===== src/rtl/uart_rx_fifo.sv =====
// 8N1 UART receiver: 16x oversampling deframer feeding a small show-ahead FIFO
// with sticky overrun / framing-error flags for the APB register slave.
module uart_rx_fifo #(
  parameter int CLK_FREQ  = 100_000_000,
  parameter int BAUD_RATE = 9600,
  parameter int FIFO_AW   = 2
) (
  input  logic       clk,
  input  logic       reset,
  input  logic       rxd,
  input  logic       rd_en,
  input  logic       err_clr,
  output logic [7:0] rx_data,
  output logic       rx_empty,
  output logic       rx_full,
  output logic       overrun,
  output logic       frame_err,
  output logic [2:0] fsm_state
);

  localparam int DIV   = CLK_FREQ / (BAUD_RATE * 16);
  localparam int DEPTH = 1 << FIFO_AW;
  localparam int CW    = (DIV > 1) ? $clog2(DIV) : 1;

  localparam logic [2:0] IDLE  = 3'd0;
  localparam logic [2:0] START = 3'd1;
  localparam logic [2:0] DATA  = 3'd2;
  localparam logic [2:0] STOP  = 3'd3;
  localparam logic [2:0] BRK   = 3'd4;

  logic          rx_s1, rxs;
  logic [CW-1:0] tcnt;
  logic          tick;
  logic [2:0]    state;
  logic [3:0]    sc;
  logic [2:0]    bc;
  logic [7:0]    shreg;
  logic          push;
  logic          frame_set;

  logic [7:0]         mem [DEPTH];
  logic [FIFO_AW-1:0] wr_ptr, rd_ptr;
  logic [FIFO_AW:0]   count, count_nxt;
  logic               do_push, do_pop, ovr_set;

  assign fsm_state = state;

  always_ff @(posedge clk or negedge reset) begin
    if (!reset) begin
      rx_s1 <= 1'b1;
      rxs   <= 1'b1;
    end else begin
      rx_s1 <= rxd;
      rxs   <= rx_s1;
    end
  end

  // Free-running divider; start-bit detection deliberately does not re-phase it.
  assign tick = (tcnt == CW'(DIV - 1));

  always_ff @(posedge clk or negedge reset) begin
    if (!reset)    tcnt <= '0;
    else if (tick) tcnt <= '0;
    else           tcnt <= tcnt + 1'b1;
  end

  // A good stop sample raises push for exactly the following cycle.
  assign frame_set = tick && (state == STOP) && (sc == 4'd15) && !rxs;

  always_ff @(posedge clk or negedge reset) begin
    if (!reset) begin
      state <= IDLE;
      sc    <= '0;
      bc    <= '0;
      shreg <= '0;
      push  <= 1'b0;
    end else begin
      push <= tick && (state == STOP) && (sc == 4'd15) && rxs;
      if (tick) begin
        case (state)
          IDLE: begin
            if (!rxs) begin
              state <= START;
              sc    <= '0;
            end
          end
          START: begin
            if (sc == 4'd7) begin
              sc    <= '0;
              bc    <= '0;
              state <= rxs ? IDLE : DATA;
            end else begin
              sc <= sc + 1'b1;
            end
          end
          DATA: begin
            if (sc == 4'd15) begin
              sc    <= '0;
              shreg <= {rxs, shreg[7:1]};
              if (bc == 3'd7) state <= STOP;
              else            bc    <= bc + 1'b1;
            end else begin
              sc <= sc + 1'b1;
            end
          end
          STOP: begin
            if (sc == 4'd15) begin
              sc    <= '0;
              state <= rxs ? IDLE : BRK;
            end else begin
              sc <= sc + 1'b1;
            end
          end
          BRK: begin
            if (rxs) state <= IDLE;
          end
          default: state <= IDLE;
        endcase
      end
    end
  end

  // A pop on an empty FIFO is ignored; a pop on a full FIFO makes room for a same-cycle push.
  assign do_pop  = rd_en && !rx_empty;
  assign do_push = push && (!rx_full || do_pop);
  assign ovr_set = push && rx_full && !do_pop;

  always_comb begin
    count_nxt = count;
    case ({do_push, do_pop})
      2'b10:   count_nxt = count + (FIFO_AW + 1)'(1);
      2'b01:   count_nxt = count - (FIFO_AW + 1)'(1);
      default: count_nxt = count;
    endcase
  end

  always_ff @(posedge clk or negedge reset) begin
    if (!reset) begin
      for (int i = 0; i < DEPTH; i++) mem[i] <= '0;
      wr_ptr   <= '0;
      rd_ptr   <= '0;
      count    <= '0;
      rx_empty <= 1'b1;
      rx_full  <= 1'b0;
    end else begin
      if (do_push) begin
        mem[wr_ptr] <= shreg;
        wr_ptr      <= wr_ptr + 1'b1;
      end
      if (do_pop) rd_ptr <= rd_ptr + 1'b1;
      count    <= count_nxt;
      rx_empty <= (count_nxt == '0);
      rx_full  <= (count_nxt == (FIFO_AW + 1)'(DEPTH));
    end
  end

  assign rx_data = mem[rd_ptr];

  // Set takes priority over a same-cycle clear.
  always_ff @(posedge clk or negedge reset) begin
    if (!reset) begin
      overrun   <= 1'b0;
      frame_err <= 1'b0;
    end else begin
      if (ovr_set)      overrun <= 1'b1;
      else if (err_clr) overrun <= 1'b0;
      if (frame_set)    frame_err <= 1'b1;
      else if (err_clr) frame_err <= 1'b0;
    end
  end

endmodule


===== config.mk =====
export PLATFORM = sky130hd
export DESIGN_NAME = uart_rx_fifo
export DESIGN_NICKNAME = d
export VERILOG_FILES = /design/src/rtl/uart_rx_fifo.sv
export SDC_FILE = /design/constraint.sdc
export NUM_CORES = 1
export LEC_CHECK = 0
export BUFFER_PORTS_ARGS = -buffer_cell sky130_fd_sc_hd__buf_2
export CAP_MARGIN = 20
export CORE_MARGIN = 1
export CORE_UTILIZATION = 60
export DETAILED_ROUTE_END_ITERATION = 16
export PLACE_DENSITY_LB_ADDON = 0.15
export SYNTH_ARGS = -nofsm -noshare
export SYNTH_HDL_FRONTEND = slang
export SYNTH_SLANG_ARGS = --single-unit

===== constraint.sdc =====
create_clock -name clk -period 3.4 [get_ports clk]
set_clock_uncertainty 0.1 [all_clocks]
set_input_delay 1.02 -clock clk [delete_from_list [all_inputs] [get_ports clk]]
set_output_delay 1.02 -clock clk [all_outputs]
set_load 0.005 [all_outputs]

After elaboration in Yosys (flattened, before gate mapping):

Index checks and enable logic that the tools add are counted.
Widths: inputs -> output; s select.

* mux-type cells: 28
* reduce and logical (&&, ||, !) cells: 25
* $lt $le $gt $ge: 3
* eq/ne operators: 18
* add/subtract/negate cells: 7
* bitwise logic cells: 2

Operators with widths (number)
* $bwmux 32: 1
* $mux 3: 10
* $mux 8: 3
* $bmux 8 s2: 1
* $demux 8 s2: 1
* $pmux 3 s5: 1
* $ne 2x2->1 const B: 7
* $mux 4: 3
* $pmux 3 s2: 2
* $pmux 4 s3: 1
* $add 10x1->10 const B: 1
* $eq 10x10->1 const B: 1
* $mux 10: 1
* $eq 3x3->1 const B: 3
* $logic_and 1x1->1: 9
* $reduce_and 7->1: 1
* $add 3x1->3 const B: 2
* $eq 3x2->1 const B: 2
* $ge 3x3->1 const B: 2
* $logic_not 3->1: 2
* $not 2->3: 2
* $reduce_and 3->1: 2
* $reduce_bool 2->1: 3
* $reduce_and 5->1: 1
* other kinds (15): 21

* output and inout bits: 15
* bits of input ports: 5
* register bits after elaboration: 74

Logic depth before layout (Yosys ltp):

* depth in word-level cells: 7
* gate-level depth with buffers: 9

Worst setup path after synthesis:

Ideal clock, no wire load.

* path type: input-to-reg
* start: input rd_en
* end: register rx_full
* path buffers: 0
* arrival time: 2.765 ns
* setup time: 0.073 ns
* cell stages on the path: 8
* slack: 0.462 ns
* cells stage by stage: nand2b_1 a21boi_2 inv_1 ha_1 fa_1 mux2_2 or2_2 nor2b_1

* longest elaborated chain between the ends: 6
* elaborated cells on any way between the ends: 7
* those cells by class: eq/ne: 3; mux: 1; reduce/logical: 3

Ends and longest elaborated chain
* start, declared: line 11 `input logic rd_en,`
* $logic_and 1x1->1 *: line 124 `assign do_pop = rd_en && !rx_empty;`
* $logic_or 1x1->1: line 125 `assign do_push = push && (!rx_full || do_pop);`
* $logic_and 1x1->1: line 125
* $eq 2x1->1 or $eq 2x2->1 (tied branches): line 130 `case ({do_push, do_pop})`
* $pmux 3 s2 *: line 130
* named net count_nxt[1]: line 43 `logic [FIFO_AW:0] count, count_nxt;`
* $eq 3x3->1 *: line 153 `rx_full <= (count_nxt == (FIFO_AW + 1)'(DEPTH));`
* end signal, assigned: line 153
* end, declared: line 15 `output logic rx_full,`

Mark *: on every way through the listed nets, which the timed path passes. The rest lies on a longest branch.
A chain may end at the register's enable or synchronous reset.

Worst setup path after layout:

* start: register rd_ptr[0]
* end: output rx_data[5]

* longest elaborated chain between the ends: 4

Ends and longest elaborated chain
* start, declared: line 42 `logic [FIFO_AW-1:0] wr_ptr, rd_ptr;`
* start signal, assigned: line 150 `if (do_pop) rd_ptr <= rd_ptr + 1'b1;`
* $not 2->3 (implied by the code): line 157 `assign rx_data = mem[rd_ptr];`
* $bmux 8 s2: line 157
* $mux 8 (implied by the code) (2 in a row): line 157
* end, declared: line 13 `output logic [7:0] rx_data,`

No other way between the ends. The select of a mux whose other input is x is not followed.

==> flow_summary.toml <==
[status]
status = "complete, no violations"

[logic_synthesis]
syn-cell-area_um2 = 3400
ys_ff_latch = 74
avgSynthCellArea_um2 = 13.7
syn-num-nets = 264
post-synth-top-area-cell = "dfrtp_1"
yosys_warnings = 0
synth_area_leaders = "dfrtp_1 52%, mux2_2 14%, mux4_2 5.3%"
synth_top_area_share_pct = 52.3
ys_seq_area_share_pct = 54.6
synth_cell_types = 50
synthCells = 248

[power]
finalPower_mw = 1.86
p_leak_nw = 1.81
ir_drop_uv = 354
power_density_nw_per_um2 = 494

[worst_setup_path]
worst_setup_path_start_kind = "flop"
cp-end-kind = "primary output"
slowest_delay_ps = 750
crit_path_cell_trace = "mux4_2, buf_2"
path_buf_inv = 1
criticalPathCategory = "reg -> out"
crit_family = "flip-flops"
crit_fanout = 10
cp_data_required_time_ps = 2280
worst_path_max_delay_cell = "dfrtp_1"
cp.arrival_ps = 1830

[floorplanning]
core.rowCount = 27
start_util_pct = 62.1
die_y_um = 77.2
die_w_um = 77.2
core-area_um2 = 5470
ios = 20
die-area_um2 = 5970

[detailed_routing]
vias_per_cell = 5.60
antenna_left = 0
drcViolationCount = 0
detail_route.first_pass.iterations = 4
wl_per_cell_um = 15.9
first_iter_violations = 82
num_vias = 1961
drt-total-wl_mm = 5.55

[clocking]
htree_num_levels = 3
cts.sinks = 74
cts_max_path_buffers = 2
cts_root_buf = "clkbuf_8"
clock_latency_ps = 350
cts_tree = "done"
cts.clk_slew.worst_paths_ps = 80
cts_buffers = 9
hold_buffers = 0
ctsResizeCount = 0
postCtsSetupRepairBufs = 0

[timing]
max-slew-margin-rel_pct = 39.7
grt_setup_unrepaired = "false"
hold_viol = 0
slew_violations = 0
period_needed_ps = 2950
setup_viol = 0
tightest_slew_ps = 905
fmax_mhz = 338
finalSetupTns_ps = 0
period_share_pct = 86.9

[cells_and_area]
finish.utilization_pct = 68.6
multi_input_area_um2 = 1450
register_area_um2 = 1860
mostFrequentLayoutCells = "71 x dfrtp_1, 41 x mux2_2, 18 x buf_2"
antennaDiodeCount = 0
fin_nets = 289
num-fill-cells = 430
areaGrowthSynthToFinish_pct = 10.5
final_common_cell = "dfrtp_1"
layout-drive-gt1-share_pct = 35.6

[placed_design]
dpl.hpwl_mm = 3.60
port_buffers = 19
place_congestion = 0.775

[global_route]
track_usage_pct = 21.7
grt_pass1_wl_mm = 9.70
grt_overflow_total = 0
grt_pass1_vias = 2030
antenna_found_initial = 0
grt_start_max_net_pins = 75

[hold_path]
hp-class = "reg -> reg"

[job]
max_cap_viol_count = 0
-- per-stage QoR --
step	instances	hold WS [ps]	area (µm²)	worst slack [ps]
floorplan	248	245	3400	462
global placement	334	246	3550	484
detailed placement	334	248	3550	419
CTS	350	259	3750	405
global route	350	264	3750	347
finish	350	258	3750	446
-- worst paths after layout --
| check | start | end | slack, ps | depth (start not counted) |
|---|---|---|---|---|
| max | rd_ptr[0] | rx_data[5] | 450 | 2 |
| min | rx_s1 | rxs | 260 | 0 |
| max reg2reg | rx_empty | rx_full | 1080 | 8 |
| min reg2reg | rx_s1 | rxs | 260 | 0 |
| max in group asynchronous | reset | sc[3] | 1920 | 1 |
| min in group asynchronous | reset | wr_ptr[0] | 690 | 1 |
-- layout make-up --
cell class,count,area share (%)
clock buffer,10,3.67
tap,72,2.40
multi-input combinational,155,38.7
sequential,74,49.4
timing repair buffer,20,2.80
inverter,13,1.30
clock inverter,6,1.77
-- power by group --
group	switching [mW]	leakage [nW]	internal (mW)	total, mW
logic	0.0674	0.729	0.0997	0.167
registers	0.0771	0.987	0.922	0.999
clock network	0.332	0.0945	0.358	0.690
-- state kept, by name (all words and copies together), names as in the netlist --
name       count
mem           32
tcnt          10
shreg          8
sc             4
bc             3
count          3
fsm_state      3
rd_ptr         2
wr_ptr         2
frame_err      1
overrun        1
push           1
rx_empty       1
rx_full        1
rx_s1          1
rxs            1
-- Yosys cell counts, drive strengths merged --
master and n:
and2b 2, o21ai 4, mux2 42, o2bb2ai 2, or2 1, nand2b 3, nand4 3, nor4b 2
o22ai 1, nor3b 2, nor3 2, nand3 5, o32ai 1, o41ai 1, clkbuf 2, nor2b 2
fa 1, a31oi 2, a311o 1, a21boi 1, and2 1, mux2i 2, xnor2 12, and3 2
o211ai 1, a32oi 1, buf 4, dfrtp 71, or4 1, mux4 8, and4 2, or3 2
a22o 2, a21oi 2, nor2 13, or3b 1, inv 13, nand2 11, ha 10, nand4b 1
dfstp 3, nor4 2, xor2 3
-- logic make-up after synthesis --
| logic type | count (synthesis) | share of synthesized area, % |
|---|---|---|
| AOI/OAI and AO/OA | 19 | 4.09 |
| buffers and inverters | 19 | 2.65 |
| xor gates and xnor gates | 15 | 3.87 |
| DFF | 74 | 54.6 |
| muxes | 52 | 19.9 |
| adders and majority gates | 11 | 4.27 |
| and+or+nand+nor | 58 | 10.6 |
-- routing by layer --
| metal | part of all wire, % | track usage, % |
|---|---|---|
| met5 | 0 | 0 |
| met4 | 2.3 | 12.5 |
| met3 | 2.5 | 3.33 |
| met2 | 50 | 35.6 |
| met1 | 45 | 27.3 |
(Power assumes the default switching activity.)
